==> config.mk <==
export PLATFORM = sky130hd
export DESIGN_NAME = sync_fifo_pro
export DESIGN_NICKNAME = d
export VERILOG_FILES = /design/src/rtl/sync_fifo_pkg.sv /design/src/rtl/fifo_mem_2p.sv /design/src/rtl/sync_fifo_pro.sv
export SDC_FILE = /design/constraint.sdc
export NUM_CORES = 1
export LEC_CHECK = 0
export ABC_AREA = 1
export ABC_CLOCK_PERIOD_IN_PS = 3300
export CAP_MARGIN = 15
export CORE_MARGIN = 2
export CORE_UTILIZATION = 55
export DETAILED_ROUTE_END_ITERATION = 6
export PLACE_DENSITY = 0.79
export SETUP_SLACK_MARGIN = 0.2
export SYNTH_ARGS = -nofsm -noshare
export SYNTH_HDL_FRONTEND = slang
export SYNTH_SLANG_ARGS = --single-unit
==> constraint.sdc <==
create_clock -name clk -period 3.3 [get_ports clk]
set_input_delay 0.33 -clock clk [delete_from_list [all_inputs] [get_ports clk]]
set_output_delay 0.33 -clock clk [all_outputs]
set_load 0.01 [all_outputs]
==> src/rtl/sync_fifo_pkg.sv <==
// rtl/sync_fifo_pkg.sv - shared types, constants and helpers for sync_fifo_pro
package sync_fifo_pkg;

  typedef enum logic {
    FIFO_STD  = 1'b0,
    FIFO_FWFT = 1'b1
  } fifo_mode_e;

  // Bit positions inside err_sticky
  localparam int ERR_OVF = 1;
  localparam int ERR_UNF = 0;

  // True when n is a positive power of two
  function automatic bit is_pow2(input int n);
    return (n > 0) && ((n & (n - 1)) == 0);
  endfunction

endpackage

==> src/rtl/fifo_mem_2p.sv <==
// rtl/fifo_mem_2p.sv - DEPTH x DATA_WIDTH storage, sync write port, async read port
module fifo_mem_2p #(
  parameter int DEPTH      = 16,
  parameter int ADDR_WIDTH = 4,
  parameter int DATA_WIDTH = 8
) (
  input  logic                  clk,
  input  logic                  we,
  input  logic [ADDR_WIDTH-1:0] waddr,
  input  logic [DATA_WIDTH-1:0] wdata,
  input  logic [ADDR_WIDTH-1:0] raddr,
  output logic [DATA_WIDTH-1:0] rdata
);

  logic [DATA_WIDTH-1:0] mem [DEPTH];

  // Storage is deliberately not reset; only accepted writes touch it
  always_ff @(posedge clk) begin
    if (we) begin
      mem[waddr] <= wdata;
    end
  end

  assign rdata = mem[raddr];

endmodule

==> src/rtl/sync_fifo_pro.sv <==
// rtl/sync_fifo_pro.sv - single-clock FIFO with FWFT option, count, thresholds and sticky errors
module sync_fifo_pro
  import sync_fifo_pkg::*;
#(
  parameter int DEPTH      = 16,
  parameter int PTR_WIDTH  = $clog2(DEPTH),
  parameter int DATA_WIDTH = 8,
  parameter int FWFT       = 0,
  parameter int AF_LEVEL   = DEPTH - 2,
  parameter int AE_LEVEL   = 2
) (
  input  logic                  clk,
  input  logic                  rst,
  input  logic                  wr_en,
  input  logic [DATA_WIDTH-1:0] w_data,
  output logic                  full,
  output logic                  almost_full,
  output logic                  overflow,
  input  logic                  rd_en,
  output logic [DATA_WIDTH-1:0] r_data,
  output logic                  empty,
  output logic                  almost_empty,
  output logic                  underflow,
  output logic [PTR_WIDTH:0]    count,
  output logic [1:0]            err_sticky,
  input  logic                  clr_err
);

  localparam fifo_mode_e MODE = (FWFT != 0) ? FIFO_FWFT : FIFO_STD;

  // Thresholds and depth resized to the count width for clean comparisons
  localparam int          AF_INT  = AF_LEVEL;
  localparam int          AE_INT  = AE_LEVEL;
  localparam int          DEP_INT = DEPTH;
  localparam logic [PTR_WIDTH:0] DEPTH_C = DEP_INT[PTR_WIDTH:0];
  localparam logic [PTR_WIDTH:0] AF_C    = AF_INT[PTR_WIDTH:0];
  localparam logic [PTR_WIDTH:0] AE_C    = AE_INT[PTR_WIDTH:0];

  if (!is_pow2(DEPTH) || (DEPTH < 4)) begin : g_bad_depth
    $fatal(1, "sync_fifo_pro: DEPTH must be a power of two and at least 4");
  end
  if ((AF_LEVEL < 1) || (AF_LEVEL > DEPTH)) begin : g_bad_af
    $fatal(1, "sync_fifo_pro: AF_LEVEL must lie in 1..DEPTH");
  end
  if ((AE_LEVEL < 0) || (AE_LEVEL > DEPTH - 1)) begin : g_bad_ae
    $fatal(1, "sync_fifo_pro: AE_LEVEL must lie in 0..DEPTH-1");
  end

  logic [PTR_WIDTH:0]    wr_ptr_q, wr_ptr_d;
  logic [PTR_WIDTH:0]    rd_ptr_q, rd_ptr_d;
  logic [PTR_WIDTH:0]    count_q, count_d;
  logic                  overflow_q, overflow_d;
  logic                  underflow_q, underflow_d;
  logic [1:0]            err_q, err_d;
  logic [DATA_WIDTH-1:0] data_q, data_d;

  logic                  wr_accept;
  logic                  rd_accept;
  logic [DATA_WIDTH-1:0] mem_rdata;

  // Flags are pure decodes of the registered count so they move with it
  assign full         = (count_q == DEPTH_C);
  assign empty        = (count_q == '0);
  assign almost_full  = (count_q >= AF_C);
  assign almost_empty = (count_q <= AE_C);
  assign count        = count_q;
  assign overflow     = overflow_q;
  assign underflow    = underflow_q;
  assign err_sticky   = err_q;

  assign wr_accept = wr_en && !full;
  assign rd_accept = rd_en && !empty;

  fifo_mem_2p #(
    .DEPTH      (DEPTH),
    .ADDR_WIDTH (PTR_WIDTH),
    .DATA_WIDTH (DATA_WIDTH)
  ) u_mem (
    .clk   (clk),
    .we    (wr_accept),
    .waddr (wr_ptr_q[PTR_WIDTH-1:0]),
    .wdata (w_data),
    .raddr (rd_ptr_q[PTR_WIDTH-1:0]),
    .rdata (mem_rdata)
  );

  // Next-state for pointers, occupancy, error pulses, sticky errors and read register
  always_comb begin
    wr_ptr_d    = wr_ptr_q;
    rd_ptr_d    = rd_ptr_q;
    count_d     = count_q;
    err_d       = err_q;
    data_d      = data_q;
    overflow_d  = wr_en && full;
    underflow_d = rd_en && empty;

    if (wr_accept) begin
      wr_ptr_d = wr_ptr_q + 1'b1;
    end
    if (rd_accept) begin
      rd_ptr_d = rd_ptr_q + 1'b1;
      // Popped word: registered output in standard mode, hold value in FWFT mode
      data_d   = mem_rdata;
    end

    case ({wr_accept, rd_accept})
      2'b10:   count_d = count_q + 1'b1;
      2'b01:   count_d = count_q - 1'b1;
      default: count_d = count_q;
    endcase

    // A new error in the same cycle as clr_err must survive the clear
    if (clr_err) begin
      err_d = 2'b00;
    end
    if (overflow_d) begin
      err_d[ERR_OVF] = 1'b1;
    end
    if (underflow_d) begin
      err_d[ERR_UNF] = 1'b1;
    end
  end

  // Control and data registers, cleared asynchronously by rst
  always_ff @(posedge clk or posedge rst) begin
    if (rst) begin
      wr_ptr_q    <= '0;
      rd_ptr_q    <= '0;
      count_q     <= '0;
      overflow_q  <= 1'b0;
      underflow_q <= 1'b0;
      err_q       <= 2'b00;
      data_q      <= '0;
    end else begin
      wr_ptr_q    <= wr_ptr_d;
      rd_ptr_q    <= rd_ptr_d;
      count_q     <= count_d;
      overflow_q  <= overflow_d;
      underflow_q <= underflow_d;
      err_q       <= err_d;
      data_q      <= data_d;
    end
  end

  // FWFT shows the head word live; while empty it falls back to the last popped word
  always_comb begin
    r_data = data_q;
    if ((MODE == FIFO_FWFT) && !empty) begin
      r_data = mem_rdata;
    end
  end

endmodule
After elaboration in Yosys (flattened, before gate mapping)
Memories as Yosys holds them, arrays and structs flattened. A register that Yosys moved wholly into a read port is not among the register bits.
Index checks and enable logic that the tools add are counted.

word-level totals
  register bits after elaboration = 19
  RAM bits = 128
  output and inout bits = 21
  logic and storage cells = 33
  memories kept = 1

cells by class
  add/sub/neg operators = 4
  magnitude comparators = 2
  eq/ne operators = 3
  muxes and demuxes = 6
  reductions and logical operators = 10

memory list
  memory     depth  width  read ports  clocked after Yosys merged registers in  wr ports  RTL line           RTL
  u_mem.mem  16     8      1           1                                        1         fifo_mem_2p.sv:15  logic [DATA_WIDTH-1:0] mem [DEPTH];

operators with widths
  cell                 count
  $add 5x1->5 const B  3
  $pmux 5 s2           1
  $reduce_bool 2->1    3
  $eq 5x5->1 const B   1
  $ge 5x4->1 const B   1
  $le 5x2->1 const B   1
  $logic_not 5->1      1
  $sub 5x1->5 const B  1
  $logic_and 1x1->1    4
  $mux 1               4
  $eq 2x1->1 const B   1
  $eq 2x2->1 const B   1
  $logic_not 1->1      2
  $mux 2               1

Longest topological paths before layout
  word-level depth = 5
  gate-level depth with buffers = 20

Cells and area by module
From an unflattened synthesis, not the netlist that was laid out.

second synthesis, totals
  cell total of the unflattened synthesis = 690
  area total of the unflattened synthesis = 6,876.6 µm²

modules (own cells, without submodules)
  module         times used  cells each  area an instance (µm²)  sequential area each (µm²)
  fifo_mem_2p    1           543         5,606.6                 3,843.7
  sync_fifo_pro  1           147         1,270.0                 625.6

Worst setup path after synthesis
Ideal clock, no wire load.

  kind = register to register
  start = reg count_q[2] (netlist: count[2])
  end = reg count_q[4] (netlist: count[4])
  setup time = 0.116 ns
  data arrival time = 2.192 ns
  required time = 3.184 ns
  slack = 0.992 ns
  cell stages (with the launch flop) = 20
  period minus slack after synthesis = 2.308 ns
  cell sequence = dfrtp_1 > nor2_2 > nand3_1 > inv_2 > nand2_2 > nand2_4 > inv_2 > buf_6 > ha_1 > buf_2 > nor2_1 > nor2_1 > ha_1 > a21o_1 > nand3_1 > nand2_1 > nand2_1 > nand2_1 > nand2_1 > nand2_1

on the way
  longest elaborated chain between the ends = 5

RTL lines
  item                                             RTL line              RTL
  start: declaration                               sync_fifo_pro.sv:51   logic [PTR_WIDTH:0] count_q, count_d;
  start signal: assignment                         sync_fifo_pro.sv:137  count_q <= count_d;
  $logic_not 5->1 *                                sync_fifo_pro.sv:63   assign empty = (count_q == '0);
  $logic_not 1->1 *                                sync_fifo_pro.sv:72   assign rd_accept = rd_en && !empty;
  $logic_and 1x1->1 *                              sync_fifo_pro.sv:72
  net rd_accept                                    sync_fifo_pro.sv:58   logic rd_accept;
  $eq 2x1->1 or $eq 2x2->1 (tied branches)         sync_fifo_pro.sv:106  case ({wr_accept, rd_accept})
  $pmux 5 s2 or $reduce_bool 2->1 (tied branches)  --

Mark *: on every way through the listed nets, which the timed path passes. The rest lies on a longest branch.
A chain may end at the register's enable or synchronous reset.

Worst setup path in the final report
  start = reg count_q[2] (netlist: count[2])
  end = reg count_q[4] (netlist: count[4])

on the way
  longest elaborated chain between the ends = 5

RTL lines
  item                                             RTL line
  $eq 5x5->1 or $logic_not 5->1 (tied branches)    sync_fifo_pro.sv:62, sync_fifo_pro.sv:63
  $logic_not 1->1, on equally long branches        sync_fifo_pro.sv:71, sync_fifo_pro.sv:72
  $logic_and 1x1->1, on equally long branches      sync_fifo_pro.sv:71, sync_fifo_pro.sv:72
  $eq 2x1->1 or $eq 2x2->1 (tied branches)         sync_fifo_pro.sv:106
  $pmux 5 s2 or $reduce_bool 2->1 (tied branches)  --

Parallel ways exist; a longest one is shown, timed or not.

==> results by group <==
Outcome
  – Status: complete, no violations

Logic synthesis
  – Mapped cell area: 6850 µm²
  – Syn Nets: 703
  – Post-synth top area cell: edfxtp_1
  – Distinct cells, synth: 25
  – Largest cells by area after synthesis: edfxtp_1 (56%), nand2_1 (12%), dfrtp_1 (9.1%)
  – Syn Inst Count: 682
  – Avg Inst Size Synth: 10.0 µm²
  – Area share of the leading cell type in the synthesized netlist: 56.1%
  – Synthesized flop and latch total: 153
  – Seq/Total Area, Yosys: 65.3%
  – Synth warn: 0

Placed design
  – Port bufs: 33
  – GPL Wtd Cong: 0.832
  – Dpl cells: 870
  – Placed Instance Area: 7340 µm²
  – HPWL Detailed: 9040 µm

Global route
  – Initial antenna violation count: 0
  – Global Route Usage Sum: 23.8%
  – Pin count of the biggest net entering global routing: 67
  – First-pass GRT wire length: 23300 µm
  – GRT Residual Overflow: 0
  – Vias in the first global route: 4587

Drt
  – Via count of the routed design: 4771
  – WL final: 14800 µm
  – Drt first pass iters: 5
  – Vias/cell: 5.28
  – Drt wl/cell: 16.4 µm
  – Post-DRT Antenna Nets: 0
  – DRC: 0
  – DRT iter0 DRCs: 525

CTS
  – # resized after CTS: 0
  – CTS tree: yes
  – Hold_buf cts: 0
  – Num CTS Buffers: 17
  – Clock Sinks: 153
  – Skew-Pair Late Insertion Delay: 420 ps
  – H-tree Lvls: 4
  – Clk slew on worst S/H paths: 60 ps
  – Setup bufs post-CTS: 0
  – Max clock buf depth: 2
  – Clock Tree Root: clkbuf_16

Timing
  – Final TNS setup: 0 ps
  – Slew @ Worst Pin: 994 ps
  – Clock skew: 8.01 ps
  – Max Fclk: 0.395 GHz
  – Final worst-path cycle share: 76.7%
  – Final Setup Violations: 0
  – Max-slew violations: 0
  – Max-slew headroom: 33.7%
  – Tmin final: 2530 ps
  – Hold Vio Cnt, Final: 0
  – WHS: 454 ps
  – RSZ-0062 raised after global routing: false

Finish
  – FF+latch area: 4470 µm²
  – Fin util: 65.5%
  – Layout overhead on the synthesized area: 15.4%
  – Area occupied by multi-input gates: 1740 µm²
  – Share of layout cells above drive strength 1: 7.35%
  – FILL cells: 908
  – Final Instance Area: 7900 µm²
  – Diode count: 0
  – Commonest non-fill, non-tap cell in the layout: nand2_1
  – # nets final: 743
  – Non-Filler Instances: 903
  – Most frequent cells in the layout: nand2_1 (219), edfxtp_1 (128), inv_1 (117)

Worst setup path
  – Family with the most delay on the worst path: simple AND/OR/NAND/NOR gates
  – Kind of critical path: reg2reg
  – Worst-path maximum fanout: 17
  – Critical Path RT: 3610 ps
  – Worst setup SP type: flip-flop
  – CP max stage delay: 480 ps
  – Worst-path cell chain: nor2_2, nand3_1, inv_2, nand2_2, nand2_2, ha_1, nand2_1, inv_1, nor2_1, ha_1, a21o_1, nand3_1, nand2_1, nand2_1, nand2_1, nand2_1, nand2_1
  – Crit path DAT: 2840 ps
  – Crit end category: flip-flop
  – Slowest CP cell: dfrtp_1
  – Worst path buffer plus inverter count: 2
  – Most frequent CP cell: nand2_1

Power
  – Switching pwr: 2.43 mW
  – VDD IR max: 472 µV
  – Int Pwr: 4.31 mW
  – Combinational Power Share: 35.2%
  – Lkg Pwr: 3.52 nW
  – Power Density: 852 nW/µm²
  – Clk pwr share: 25.9%
  – Reg power frac: 39.0%
  – Switching part of the total: 36.0%

Floorplanning
  – Boundary Pins: 34
  – Die Span Y: 116 µm
  – Rows: 40
  – Initial Util: 56.8%
  – Die Footprint: 13400 µm²
  – Die W: 116 µm
  – Core box area: 12100 µm²

Job
  – Max_cap viols: 0

Hold path
  – Worst hold path class: in2async
==> flip-flops by register name (all words and copies together) (netlist names) <==
register	cells
err_sticky	2
u_mem.mem	128
wr_ptr_q	4
rd_ptr_q	4
overflow	1
r_data	8
count	5
underflow	1
==> kinds of logic after synthesis <==
family	after synthesis	share of synthesized area, %
flip-flops	153	65.3
XOR/XNOR	11	1.52
AO/OA/AOI/OAI	10	0.877
buffers and inverters	151	9.30
AND/OR/NAND/NOR	349	21.6
adder cells (fa/ha/maj)	8	1.46
==> metrics by stage <==
step / setup slack, ps / power [mW]
floorplan: 992 / 4.21
global placement: 727 / 4.90
detailed placement: 679 / 4.96
CTS: 757 / 6.72
global route: 548 / 7.13
finish: 768 / 6.73
==> cell usage after synthesis (all sizes together) <==
cell	n
edfxtp	128
clkinv	2
inv	121
nand3b	1
nor2	8
o21ai	8
nand2	224
ha	8
a2111oi	1
xor2	9
xnor2	2
a21o	1
nand3	104
buf	28
nor3	12
dfrtp	25
==> per-layer routing <==
layer	wire length [µm]	share of wire, %	track usage [%]
met5	0	0	0
met1	6170	42	31.3
met2	7290	49	37.8
met3	930	6.3	4.81
met4	432	2.9	12.5
==> power by group through the flow <==
stage                     Combinational [mW]  Clock, mW  Sequential, mW
after floorplan                         1.61          0            2.61
after global placement                  2.27          0            2.64
after CTS                               2.33       1.77            2.62
final                                   2.37       1.74            2.62
after global routing                    2.63       1.85            2.65
after detailed placement                2.30          0            2.65
==> worst paths after layout <==
| path | start | endpoint | slack [ps] | cells past startpoint |
|---|---|---|---|---|
| max | count[2]$_DFFE_PP0P_ | count[4]$_DFFE_PP0P_ | 770 | 17 |
| min | rst | underflow$_DFF_PP0_ | 450 | 2 |
| max reg2reg | count[2]$_DFFE_PP0P_ | count[4]$_DFFE_PP0P_ | 770 | 17 |
| min reg2reg | r_data[7]$_DFFE_PP0P_ | r_data[7]$_DFFE_PP0P_ | 500 | 2 |
| max in group asynchronous | rst | rd_ptr_q[0]$_DFFE_PP0P_ | 2180 | 2 |
| min in group clk | r_data[7]$_DFFE_PP0P_ | r_data[7]$_DFFE_PP0P_ | 500 | 2 |
==> cell type report <==
class | count | area share, %
inverters | 123 | 5.84
well taps | 168 | 2.66
multi-input cells | 378 | 22.1
flip-flops and latches | 153 | 56.6
clock buffers | 29 | 6.59
clock inverters | 3 | 0.190
repair buffers | 49 | 6.11
Note: power is estimated with default switching activity, not from simulation.
